### config.mk
export PLATFORM = sky130hd
export DESIGN_NAME = nx_stream_multicaster
export DESIGN_NICKNAME = d
export VERILOG_FILES = /design/src/rtl/nx_stream_multicaster_pkg.sv /design/src/rtl/nx_fifo.sv /design/src/rtl/nx_stream_multicaster.sv
export SDC_FILE = /design/constraint.sdc
export NUM_CORES = 1
export LEC_CHECK = 0
export BUFFER_PORTS_ARGS = -buffer_cell sky130_fd_sc_hd__clkbuf_2
export CORE_ASPECT_RATIO = 1.2
export CORE_MARGIN = 3
export CORE_UTILIZATION = 36
export CTS_BUF_LIST = sky130_fd_sc_hd__clkbuf_4
export DETAILED_ROUTE_END_ITERATION = 12
export PLACE_DENSITY = 0.55
export SETUP_SLACK_MARGIN = 0.1
export SYNTH_ARGS = -nofsm -noshare
export SYNTH_HDL_FRONTEND = slang
export SYNTH_SLANG_ARGS = --single-unit
### constraint.sdc
create_clock -name i_clk -period 2.36 [get_ports i_clk]
set_input_delay 0.118 -clock i_clk [delete_from_list [all_inputs] [get_ports i_clk]]
set_output_delay 0.118 -clock i_clk [all_outputs]
set_load 0.01 [all_outputs]
### src/rtl/nx_stream_multicaster_pkg.sv
// Shared message definitions for the node fabric.
// The multicaster and its egress FIFOs import their payload type from here.
package NXConstants;

    localparam int MESSAGE_WIDTH = 8;

    typedef logic [MESSAGE_WIDTH-1:0] node_message_t;

endpackage : NXConstants

### src/rtl/nx_fifo.sv
// Synchronous FIFO with registered storage and head-of-queue read data.
// Pointers carry one extra wrap bit so full and empty are distinguishable.
module nx_fifo #(
    parameter int WIDTH = 8,
    parameter int DEPTH = 2
) (
    input  logic             i_clk,
    input  logic             i_rst,
    input  logic             i_push,
    input  logic [WIDTH-1:0] i_data,
    input  logic             i_pop,
    output logic [WIDTH-1:0] o_data,
    output logic             o_empty,
    output logic             o_full
);

    localparam int AW = $clog2(DEPTH);

    logic [WIDTH-1:0] r_mem [DEPTH];
    logic [AW:0]      r_wr_ptr;
    logic [AW:0]      r_rd_ptr;
    logic             w_do_push;
    logic             w_do_pop;

    assign o_empty   = (r_wr_ptr == r_rd_ptr);
    assign o_full    = (r_wr_ptr[AW] != r_rd_ptr[AW]) &&
                       (r_wr_ptr[AW-1:0] == r_rd_ptr[AW-1:0]);
    assign w_do_push = i_push & ~o_full;
    assign w_do_pop  = i_pop & ~o_empty;
    assign o_data    = r_mem[r_rd_ptr[AW-1:0]];

    // Read/write pointers; reset discards every buffered entry.
    always_ff @(posedge i_clk) begin
        if (i_rst) begin
            r_wr_ptr <= {(AW+1){1'b0}};
            r_rd_ptr <= {(AW+1){1'b0}};
        end else begin
            if (w_do_push) begin
                r_wr_ptr <= r_wr_ptr + {{AW{1'b0}}, 1'b1};
            end
            if (w_do_pop) begin
                r_rd_ptr <= r_rd_ptr + {{AW{1'b0}}, 1'b1};
            end
        end
    end

    // Payload storage, written at the tail slot.
    always_ff @(posedge i_clk) begin
        if (w_do_push && !i_rst) begin
            r_mem[r_wr_ptr[AW-1:0]] <= i_data;
        end
    end

endmodule : nx_fifo

### src/rtl/nx_stream_multicaster.sv
// Fans one inbound message stream out to STREAMS egress FIFOs by mask.
// Delivery is all-or-nothing; zero-mask accepts are counted as drops.
module nx_stream_multicaster
    import NXConstants::*;
#(
    parameter int STREAMS    = 4,
    parameter int DEPTH      = 2,
    parameter int DROP_WIDTH = 16
) (
    input  logic                             i_clk,
    input  logic                             i_rst,
    output logic                             o_idle,
    input  logic [STREAMS-1:0]               i_inbound_mask,
    input  node_message_t                    i_inbound_data,
    input  logic                             i_inbound_valid,
    output logic                             o_inbound_ready,
    output logic [STREAMS*MESSAGE_WIDTH-1:0] o_outbound_data,
    output logic [STREAMS-1:0]               o_outbound_valid,
    input  logic [STREAMS-1:0]               i_outbound_ready,
    output logic [DROP_WIDTH-1:0]            o_dropped
);

    localparam logic [DROP_WIDTH-1:0] DROP_ONE = {{(DROP_WIDTH-1){1'b0}}, 1'b1};
    localparam logic [DROP_WIDTH-1:0] DROP_MAX = {DROP_WIDTH{1'b1}};

    logic [STREAMS-1:0]    w_full;
    logic [STREAMS-1:0]    w_empty;
    logic [STREAMS-1:0]    w_push;
    logic [STREAMS-1:0]    w_pop;
    logic                  w_accept;
    logic                  w_drop;
    logic [DROP_WIDTH-1:0] r_dropped;

    // Ready only looks at targeted streams so unrelated back-pressure never blocks.
    assign o_inbound_ready  = ((i_inbound_mask & w_full) == {STREAMS{1'b0}});
    assign w_accept         = i_inbound_valid & o_inbound_ready & ~i_rst;
    assign w_push           = i_inbound_mask & {STREAMS{w_accept}};
    assign w_drop           = w_accept & (i_inbound_mask == {STREAMS{1'b0}});
    assign o_outbound_valid = ~w_empty & {STREAMS{~i_rst}};
    assign w_pop            = o_outbound_valid & i_outbound_ready;
    assign o_idle           = ((&w_empty) | i_rst) & ~i_inbound_valid;
    assign o_dropped        = i_rst ? {DROP_WIDTH{1'b0}} : r_dropped;

    // Saturating count of accepted messages that had no target.
    always_ff @(posedge i_clk) begin
        if (i_rst) begin
            r_dropped <= {DROP_WIDTH{1'b0}};
        end else if (w_drop && (r_dropped != DROP_MAX)) begin
            r_dropped <= r_dropped + DROP_ONE;
        end else begin
            r_dropped <= r_dropped;
        end
    end

    for (genvar s = 0; s < STREAMS; s++) begin : g_stream
        nx_fifo #(
            .WIDTH ($bits(node_message_t)),
            .DEPTH (DEPTH)
        ) u_fifo (
            .i_clk   (i_clk),
            .i_rst   (i_rst),
            .i_push  (w_push[s]),
            .i_data  (i_inbound_data),
            .i_pop   (w_pop[s]),
            .o_data  (o_outbound_data[s*MESSAGE_WIDTH +: MESSAGE_WIDTH]),
            .o_empty (w_empty[s]),
            .o_full  (w_full[s])
        );
    end

endmodule : nx_stream_multicaster

==> results_dict.tcl <==
set metrics [dict create \
    drive_gt1_share_pct 33.8 \
    grt.total_usage_pct 13.8 \
    critical_path.cell_chain "xnor2_1 > a21oi_1 > or4_1 > nor2_1 > clkbuf_2" \
    finalCritPeriodShare_pct 90.6 \
    io_buffers 72 \
    ys_types 42 \
    synth_enable_flop_cells 64 \
    cts_tree "yes" \
    yosys.cell_count.top_type "sky130_fd_sc_hd__edfxtp_1" \
    post_route_drc_violation_count 0 \
    post_cts_buffers 0 \
    synthArstFlopShare_pct 0 \
    drv_slew 0 \
    ys_ff_latch 100 \
    multiInputGateArea_um2 1530 \
    globalRoute.busiestLayer "met2" \
    synth.top_cells.by_area "sky130_fd_sc_hd__edfxtp_1 46%, sky130_fd_sc_hd__dfxtp_1 17%, sky130_fd_sc_hd__mux2_2 8.8%, sky130_fd_sc_hd__xor2_1 3.9%, sky130_fd_sc_hd__nor2b_1 3.1%" \
    first_pass_iters 4 \
    via_per_inst 4.87 \
    diodes 0 \
    fillCellCount 1091 \
    cts.reportedPaths.clkPinSlew_ns 0.15 \
    final_antenna_net_count 0 \
    wl_per_cell_um 15.2 \
    critical_path_required_ns 2.24 \
    max_freq_mhz 468 \
    grt_first_pass_wirelength_mm 14.4 \
    global_routing_usage_on_met1_pct 16.5 \
    synth_cells 327 \
    vias 2823 \
    die_w_um 105 \
    fin_tns_setup_ns 0 \
    groute.layer.met2.usage_pct 23.6 \
    grtUsageMet3_pct 2.75 \
    yosysWarnings 0 \
    fraction_of_the_yosys_area_taken_by_sequential_cells_pct 62.6 \
    outcome "finished, final reports clean" \
    vdd.ir_drop.worst_v 0.000237 \
    floorplan.core_area_um2 11200 \
    synth_area_um2 4220 \
    worst_setup_path_start_kind "register" \
    setup.worst_path.end_class "output port" \
    timing.slew.headroom_pct 70.1 \
    worstPathArrival_ns 2.02 \
    maximum_number_of_pins_on_one_net_before_global_route_repair 30 \
    grt_antenna_before_repair 0 \
    max_slew.worst_pin.slew_ns 0.449 \
    num-nets-final 441 \
    p_leak_uw 0.00188 \
    die_height_um 125 \
    gr-total-overflow 0 \
    report.final.setup_viol 0 \
    io_pins 73 \
    whs_ns 0.0354 \
    synth_common_cells "64 x sky130_fd_sc_hd__edfxtp_1, 36 x sky130_fd_sc_hd__dfxtp_1, 33 x sky130_fd_sc_hd__mux2_2, 33 x sky130_fd_sc_hd__nor2_1, 21 x sky130_fd_sc_hd__nor2b_1" \
    clk_latency_ns 0.44 \
    cp_max_fo 4 \
    critPathKind "reg -> out" \
    synth_fp_nets 347 \
    vias_in_the_first_global_route 2879 \
    crit_slowest_cell "sky130_fd_sc_hd__or4_1" \
    detail_route.iter0.violations 148 \
    numClockSinks 100 \
    syn_avg_cell_area_um2 12.9 \
    dominantRegCellSynth "sky130_fd_sc_hd__edfxtp_1" \
    synth.top_cell.area_share_pct 45.5 \
    critPathMaxStageDelay_ns 0.56 \
    unrepaired_setup_endpoints_after_global_routing "false" \
    gpl.final_weighted_congestion 0.792 \
    cts_buffer_depth 2 \
    finalHoldViolations 0 \
    floorplan.die_area_um2 13100 \
    root_buffer "sky130_fd_sc_hd__clkbuf_4" \
    power_per_cell_area_nw_per_um2 597 \
    cts_h_tree_depth 3 \
    wl_mm 8.80 \
    placement_rows 42 \
    ff_latch_area_um2 2650 \
    layout_min_cycle_time_ns 2.14 \
    post-synth-top-area-cell "sky130_fd_sc_hd__edfxtp_1" \
    clock_buffer_count_from_cts 9 \
    relative_area_change_from_synthesis_to_final_layout_pct 19.9 \
    dpl.hpwl_mm 6.24 \
    worst_setup_skew_after_layout_ns 0.0147 \
    start_util_pct 37.5 \
    hold_path_class "in -> reg" \
    max_capacitance_violation_count 0 \
]
==> critical path: cells and delay by family, from the launching register on <==
family | cells | cell delay (ns)
AO/OA/AOI/OAI | 1 | 0.17
AND/OR/NAND/NOR | 2 | 0.70
XOR/XNOR | 1 | 0.19
flip-flops | 1 | 0.37
buffers and inverters | 1 | 0.16
==> report_power, final <==
part | leakage, uW | internal [uW] | switching (uW) | total [uW]
Sequential | 0.000874 | 1900 | 33.5 | 1940
Combinational | 0.000944 | 129 | 156 | 284
Clock | 0.0000604 | 229 | 569 | 798
Total | 0.00188 | 2260 | 758 | 3020
==> state kept, by name (all words and copies together), names as in the netlist, named ones only <==
signal,cells
r_dropped,16
g_stream.u_fifo.r_mem,64
g_stream.u_fifo.r_rd_ptr,8
g_stream.u_fifo.r_wr_ptr,8
==> cell usage in the layout (no fill, tap or decap), types with 3 or more instances in the layout <==
master | Yosys | layout
sky130_fd_sc_hd__clkbuf_2 | 0 | 72
sky130_fd_sc_hd__edfxtp_1 | 64 | 64
sky130_fd_sc_hd__mux2_2 | 33 | 33
sky130_fd_sc_hd__nor2_1 | 33 | 33
sky130_fd_sc_hd__dfxtp_1 | 36 | 31
sky130_fd_sc_hd__nor2b_1 | 21 | 21
sky130_fd_sc_hd__xor2_1 | 19 | 19
sky130_fd_sc_hd__nand2_1 | 13 | 13
sky130_fd_sc_hd__dlygate4sd3_1 | 0 | 13
sky130_fd_sc_hd__nand3_1 | 11 | 11
sky130_fd_sc_hd__xnor2_1 | 11 | 10
sky130_fd_sc_hd__clkbuf_4 | 0 | 10
sky130_fd_sc_hd__buf_4 | 1 | 9
sky130_fd_sc_hd__a21oi_1 | 9 | 8
sky130_fd_sc_hd__nand4_1 | 8 | 8
sky130_fd_sc_hd__and3_1 | 7 | 7
sky130_fd_sc_hd__o21ai_0 | 6 | 6
sky130_fd_sc_hd__o211ai_1 | 5 | 5
sky130_fd_sc_hd__dfxtp_2 | 0 | 5
sky130_fd_sc_hd__inv_1 | 4 | 4
sky130_fd_sc_hd__nor3_1 | 4 | 4
sky130_fd_sc_hd__or3_1 | 3 | 3
==> per-layer routing <==
layer / vias up / wire length (um)
met5: - / 0
met3: 14 / 490
met2: 80 / 4310
li1: 1381 / -
met1: 1348 / 3810
met4: 0 / 191
==> worst paths after layout <==
check / from / to / slack [ns] / cells after the start
worst min-delay path: i_inbound_mask[0] / g_stream[0].u_fifo.r_wr_ptr[0] / 0.04 / 3
worst max register to register: g_stream[1].u_fifo.r_wr_ptr[1] / g_stream[2].u_fifo.r_mem[1][4] / 0.39 / 5
worst min register to register: r_dropped[14] / r_dropped[14] / 0.50 / 2
worst max-delay path: g_stream[2].u_fifo.r_wr_ptr[0] / o_idle / 0.22 / 5
==> layout make-up <==
| type | count | share of cell area [%] |
|---|---|---|
| Clock buffer | 10 | 1.48 |
| Clock inverter | 6 | 0.816 |
| Inverter | 4 | 0.297 |
| Multi-Input combinational cell | 212 | 30.2 |
| Sequential cell | 100 | 52.3 |
| Tap cell | 154 | 3.81 |
| Timing Repair Buffer | 94 | 11.0 |
==> timing repair <==
| item | in CTS | in global routing |
|---|---|---|
| hold buffers | 13 | 0 |
| resized for setup | 0 | 7 |
| setup endpoints to repair | 0 | 1 |
| endpoints found under the hold margin | 75 | 0 |
==> kinds of logic (layout without fill, tap and decap cells) <==
logic type | count (synthesis) | count (layout) | synth area share [%]
adders and majority gates | 1 | 1 | 0.296
muxes | 37 | 37 | 9.90
DFF | 100 | 100 | 62.6
and+or+nand+nor | 115 | 115 | 14.9
buffers and inverters | 15 | 114 | 1.42
AOI/OAI and AO/OA | 29 | 29 | 4.62
xor gates and xnor gates | 30 | 30 | 6.23
==> through the flow <==
stage                     worst slack, ns  power (uW)  std cells  util [%]  area, um^2
after floorplan                     0.204        2120        327         -        4220
final                               0.222        3020        580      45.0        5060
after global routing                0.114        3150        580      45.0        5060
after global placement              0.493        2240        551      42.6        4800
after detailed placement            0.417        2250        551      42.6        4800
after CTS                           0.128        3060        580      44.8        5040
Power figures use the tool's default switching activity.
